`src/rtl/key_debounce.sv`:
```
// rtl/key_debounce.sv - push-button synchroniser, tick-based debouncer, press/long/release strobes and press duration latch
module key_debounce #(
    parameter int TICK_DIV       = 100000,
    parameter int DEBOUNCE_TICKS = 20,
    parameter int LONG_TICKS     = 1000,
    parameter int DUR_W          = 16
) (
    input  logic             clk,
    input  logic             rst_n,
    input  logic             key,
    output logic             key_level,
    output logic             key_press,
    output logic             key_release,
    output logic             key_long,
    output logic [DUR_W-1:0] press_ticks,
    output logic             press_valid
);

    localparam int TICK_W = $clog2(TICK_DIV);
    localparam int STAB_W = $clog2(DEBOUNCE_TICKS + 1);

    localparam logic [TICK_W-1:0] TICK_LAST = TICK_W'(TICK_DIV - 1);
    localparam logic [STAB_W-1:0] STAB_DONE = STAB_W'(DEBOUNCE_TICKS);
    localparam logic [DUR_W-1:0]  DUR_MAX   = '1;
    localparam logic [DUR_W-1:0]  LONG_VAL  = DUR_W'(LONG_TICKS);
    // A long threshold beyond the saturation value can never be hit.
    localparam bit LONG_REACHABLE = (longint'(LONG_TICKS) <= ((longint'(1) << DUR_W) - 1));

    typedef enum logic [1:0] {
        IDLE         = 2'd0,
        PRESS_WAIT   = 2'd1,
        HELD         = 2'd2,
        RELEASE_WAIT = 2'd3
    } state_t;

    state_t            state;
    state_t            state_nxt;
    logic              s1;
    logic              key_s;
    logic [TICK_W-1:0] tick_cnt;
    logic              tick;
    logic [STAB_W-1:0] stab_cnt;
    logic [STAB_W-1:0] stab_nxt;
    logic [STAB_W-1:0] stab_inc;
    logic [DUR_W-1:0]  hold_cnt;
    logic [DUR_W-1:0]  hold_nxt;
    logic [DUR_W-1:0]  hold_inc;
    logic              press_nxt;
    logic              release_nxt;
    logic              long_nxt;
    logic [DUR_W-1:0]  ticks_nxt;
    logic              valid_nxt;

    assign tick      = (tick_cnt == TICK_LAST);
    assign stab_inc  = stab_cnt + STAB_W'(1);
    assign hold_inc  = (hold_cnt == DUR_MAX) ? hold_cnt : hold_cnt + DUR_W'(1);
    assign key_level = (state == HELD) || (state == RELEASE_WAIT);

    always_ff @(posedge clk or negedge rst_n) begin
        if (!rst_n) begin
            s1       <= 1'b0;
            key_s    <= 1'b0;
            tick_cnt <= '0;
        end else begin
            s1       <= key;
            key_s    <= s1;
            tick_cnt <= tick ? '0 : tick_cnt + TICK_W'(1);
        end
    end

    always_ff @(posedge clk or negedge rst_n) begin
        if (!rst_n) begin
            state       <= IDLE;
            stab_cnt    <= '0;
            hold_cnt    <= '0;
            key_press   <= 1'b0;
            key_release <= 1'b0;
            key_long    <= 1'b0;
            press_ticks <= '0;
            press_valid <= 1'b0;
        end else begin
            state       <= state_nxt;
            stab_cnt    <= stab_nxt;
            hold_cnt    <= hold_nxt;
            key_press   <= press_nxt;
            key_release <= release_nxt;
            key_long    <= long_nxt;
            press_ticks <= ticks_nxt;
            press_valid <= valid_nxt;
        end
    end

    always_comb begin
        state_nxt   = state;
        stab_nxt    = stab_cnt;
        hold_nxt    = hold_cnt;
        press_nxt   = 1'b0;
        release_nxt = 1'b0;
        long_nxt    = 1'b0;
        ticks_nxt   = press_ticks;
        valid_nxt   = press_valid;

        // The hold timer keeps running through release bounce, so long detection lives outside the case.
        if (key_level && tick) begin
            hold_nxt = hold_inc;
            long_nxt = LONG_REACHABLE && (hold_cnt != DUR_MAX) && (hold_inc == LONG_VAL);
        end

        case (state)
            IDLE: begin
                if (key_s) begin
                    state_nxt = PRESS_WAIT;
                    stab_nxt  = '0;
                end
            end
            PRESS_WAIT: begin
                if (!key_s) begin
                    state_nxt = IDLE;
                    stab_nxt  = '0;
                end else if (tick) begin
                    if (stab_inc == STAB_DONE) begin
                        state_nxt = HELD;
                        stab_nxt  = '0;
                        hold_nxt  = '0;
                        press_nxt = 1'b1;
                    end else begin
                        stab_nxt = stab_inc;
                    end
                end
            end
            HELD: begin
                if (!key_s) begin
                    state_nxt = RELEASE_WAIT;
                    stab_nxt  = '0;
                end
            end
            RELEASE_WAIT: begin
                if (key_s) begin
                    state_nxt = HELD;
                    stab_nxt  = '0;
                end else if (tick) begin
                    if (stab_inc == STAB_DONE) begin
                        state_nxt   = IDLE;
                        stab_nxt    = '0;
                        release_nxt = 1'b1;
                        ticks_nxt   = hold_inc;
                        valid_nxt   = 1'b1;
                    end else begin
                        stab_nxt = stab_inc;
                    end
                end
            end
            default: begin
                state_nxt = IDLE;
                stab_nxt  = '0;
            end
        endcase
    end

endmodule

```
`config.mk`:
```
export PLATFORM = sky130hd
export DESIGN_NAME = key_debounce
export DESIGN_NICKNAME = d
export VERILOG_FILES = /design/src/rtl/key_debounce.sv
export SDC_FILE = /design/constraint.sdc
export NUM_CORES = 1
export LEC_CHECK = 0
export ABC_CLOCK_PERIOD_IN_PS = 2600
export BUFFER_PORTS_ARGS = -buffer_cell sky130_fd_sc_hd__buf_2
export CAP_MARGIN = 20
export CORE_MARGIN = 3
export CORE_UTILIZATION = 60
export CTS_CLUSTER_SIZE = 8
export DETAILED_ROUTE_END_ITERATION = 7
export GPL_TIMING_DRIVEN = 0
export MAX_ROUTING_LAYER = met4
export PLACE_DENSITY = 0.89
export SETUP_SLACK_MARGIN = 0.5
export SLEW_MARGIN = 0
export SYNTH_ARGS = -nofsm -noshare
export SYNTH_HDL_FRONTEND = slang
export SYNTH_SLANG_ARGS = --single-unit
```
`constraint.sdc`:
```
create_clock -name clk -period 2.6 [get_ports clk]
set_input_delay 0.26 -clock clk [delete_from_list [all_inputs] [get_ports clk]]
set_output_delay 0.26 -clock clk [all_outputs]
set_load 0.02 [all_outputs]
```
==> flow_metrics.env <==
export IMPL_status="complete, no violations"
export IMPL_clkLatencyLatePin_ns=0.34
export IMPL_wl_met2_um=4270
export IMPL_die_w_um=79.7
export IMPL_max_stage_delay_ns=0.58
export IMPL_ys_types=51
export IMPL_antenna_found_initial=0
export IMPL_antenna_left=0
export IMPL_gp_congestion=0.956
export IMPL_io_buffer_count=23
export IMPL_pin_count=24
export IMPL_critPathRequiredTime_ns=2.82
export IMPL_worstHoldPathType="in2reg"
export IMPL_power_density_nw_per_um2=455
export IMPL_cts_sinks=62
export IMPL_placed_area_um2=3490
export IMPL_final_nets=411
export IMPL_clkSlewWorstSetupHoldPaths_ns=0.07
export IMPL_max_slew_margin=0.657
export IMPL_n_antenna_cell=0
export IMPL_tightest_slew_ns=0.514
export IMPL_syn_cell_area_um2=3260
export IMPL_path_cells="or4b_4, nor3_4, nand3_2, or3_4, buf_8, mux2_4"
export IMPL_setup_viol=0
export IMPL_p_sw_uw=390
export IMPL_finalClockSkew_ns=0.00956
export IMPL_synth_edff_count=0
export IMPL_fin_crit_ns=2.21
export IMPL_final_layout_size_suffix_gt1_frac=0.337
export IMPL_switching_share=0.202
export IMPL_wl_met1_um=3130
export IMPL_hpwl_um=4660
export IMPL_rr_startpoint="tick_cnt[13]"
export IMPL_rsz0062_at_grt="true"
export IMPL_postLayoutCoreUtil=0.819
export IMPL_syn_area_per_cell_um2=9.68
export IMPL_cts_tree="done"
export IMPL_final_area_um2=4230
export IMPL_grt_pass1_wl_um=12300
export IMPL_ys_async_sr_fraction=1.00
export IMPL_hold_viol=0
export IMPL_p_clk_frac=0.481
export IMPL_syn_nets=343
export IMPL_slew_viol_final=0
export IMPL_post_route_period_util=0.848
export IMPL_peakVddDrop_mv=0.536
export IMPL_die_height_um=79.7
export IMPL_start_kind="register"
export IMPL_vias_per_cell=5.92
export IMPL_r2r_end="press_ticks[9]"
export IMPL_dr_wl_met3_um=406
export IMPL_routedWlPerCell_um=16.7
export IMPL_dieArea_um2=6360
export IMPL_grt_overflow_total=0
export IMPL_leakage_nw=1.86
export IMPL_cts_root_buf="clkbuf_8"
export IMPL_first_global_vias=2714
export IMPL_cts_buffer_depth=2
export IMPL_area_delta_synth_final_pct=29.8
export IMPL_htreeDepth=3
export IMPL_ys_seq_area_frac=0.476
export IMPL_syn_inst=337
export IMPL_p_comb_frac=0.016
export IMPL_ff2ff_path_depth=6
export IMPL_drt_total_wl_um=8020
export IMPL_crit_buf_inv=1
export IMPL_core_region_area_um2=5170
export IMPL_maxCapViolCount=0
export IMPL_seq_power_share=0.503
export IMPL_rrSetupSlack_ns=0.39
export IMPL_critical_path_class="reg2reg"
export IMPL_grt_start_max_net_pins=41
export IMPL_end_kind="register"
export IMPL_startpoint="tick_cnt[13]"
export IMPL_whs_ns=0.0216
export IMPL_cp_max_fo=8
export IMPL_worst_path_dominant_cell_family="simple AND/OR/NAND/NOR gates"
export IMPL_p_int_mw=1.54
export IMPL_first_iter_violations=317
export IMPL_top_layer="met4"
export IMPL_fillers=265
export IMPL_cp_slowest_cell="or4b_4"
export IMPL_critical_path_arrival_ns=2.43
export IMPL_whs_path_depth=1
export IMPL_vias=2840
export IMPL_clock_fmax_mhz=453
export IMPL_holdPathEnd="s1"
export IMPL_grt_usage=0.257
export IMPL_drc=0
export IMPL_min_delay_start="key"
export IMPL_synth_seq_cells=62
export IMPL_numCtsBuffers=9
export IMPL_setup_tns_ns=0
export IMPL_rows=26
export IMPL_drtPass1Iterations=5
export IMPL_ys_flop_type="dfrtp_1"
export IMPL_yosys_warnings=0
export IMPL_start_util=0.631
[state kept, by name, indices dropped and copies added, names as in the netlist, named ones only]
signal and flops:
tick_cnt 17, hold_cnt 16, press_ticks 16, stab_cnt 5, key_long 1, key_press 1
key_release 1, key_s 1, press_valid 1, s1 1, state 1
[cell usage after synthesis (2+ instances only)]
library cell  count  area share
xnor2_1          24       0.064
and4_1            2      0.0054
mux2i_1           8       0.025
nand2_1          34       0.039
nand2b_1          4      0.0077
xor2_1            8       0.021
buf_6             2      0.0069
or4_1             2      0.0046
clkbuf_1          7      0.0081
a41oi_1           2      0.0054
ha_1              3       0.012
and3_1            6       0.012
or3_1             2      0.0038
a21oi_1           9       0.014
o21ai_0          23       0.035
nand4_1          10       0.019
nor2_1           40       0.046
mux2_2            2      0.0069
buf_2             6      0.0092
a31oi_1           2      0.0038
nor3_2            2      0.0061
buf_4             4      0.0092
nand3_1          18       0.028
and2_1            4      0.0077
nor4_1            5      0.0096
inv_1             7      0.0081
nor4b_1           2      0.0054
nand4b_1          2      0.0054
mux2_4            3       0.014
nor2b_1           3      0.0058
nor3_1           10       0.015
dfrtp_1          62        0.48
[layout by cell type, fill, tap and decap left out, types with 3 or more instances in the layout]
master,netlist,layout
inv_1,7,7
nand4_1,10,10
buf_8,0,3
buf_2,6,27
nor4_1,5,3
nand3_1,18,17
nand2_1,34,32
buf_4,4,29
nor2b_1,3,3
nor3_1,10,8
nor2_1,40,29
clkbuf_8,0,10
nor2_2,0,9
xnor2_1,24,22
mux2_4,3,4
nand2b_1,4,3
o21ai_0,23,13
dfrtp_1,62,61
buf_6,2,8
o21ai_1,0,9
and3_1,6,6
a21oi_1,9,8
mux2i_1,8,8
clkbuf_2,1,3
clkbuf_1,7,4
xor2_1,8,7
[logic make-up after synthesis]
family,after synthesis,synth area share
compound gates,46,0.0832
mux,13,0.0453
flops,62,0.476
buf+inv,27,0.0430
fa+ha+maj,3,0.0115
xor+xnor,32,0.0859
simple gates,154,0.255
[repair_timing]
action / CTS / global route
buffers inserted: 17 / 12
resized for setup: 21 / 61
pin swaps: 7 / 12
hold buffers: 1 / 0
hold endpoints to repair: 22 / 0
cloned: 1 / 2
endpoints found under the setup margin: 35 / 36
[area by class of cell]
class / count / area [µm²] / share of cell area
multi-input combinational: 248 / 1750 / 0.414
sequential: 62 / 1550 / 0.367
timing repair buffer: 57 / 443 / 0.105
buffer: 20 / 155 / 0.0366
clock buffer: 12 / 145 / 0.0343
tap: 70 / 87.6 / 0.0207
clock inverter: 4 / 70.1 / 0.0165
inverter: 7 / 26.3 / 0.00621
[through the flow]
stage / instances / setup slack [ns] / power (mW)
detailed placement: 431 / 0.196 / 1.02
global placement: 430 / 0.261 / 1.01
finish: 480 / 0.394 / 1.93
floorplan: 337 / 0.521 / 0.993
CTS: 466 / 0.447 / 1.94
global route: 480 / 0.303 / 1.99
[worst max-delay path by stage]
stage	endpoint	slack, ns	cells after the start
after CTS	press_ticks[6]	0.45	6
after detailed placement	key_long	0.20	8
final	press_ticks[9]	0.39	6
after global placement	key_long	0.26	8
after floorplan	press_ticks[1]	0.52	6
after global routing	key_long	0.30	8
[routing by layer]
metal	vias to the layer above	track usage
li1	1314	-
met2	125	0.426
met4	0	0.127
met5	-	-
met1	1381	0.305
met3	20	0.0418
[power by group through the flow]
stage	clock network [mW]	logic [mW]	registers, mW
final	0.927	0.0309	0.970
after CTS	0.934	0.0316	0.970
after detailed placement	0	0.0305	0.988
after global routing	0.982	0.0355	0.969
after global placement	0	0.0262	0.987
after floorplan	0	0.00570	0.987
Power figures use the tool's default switching activity.
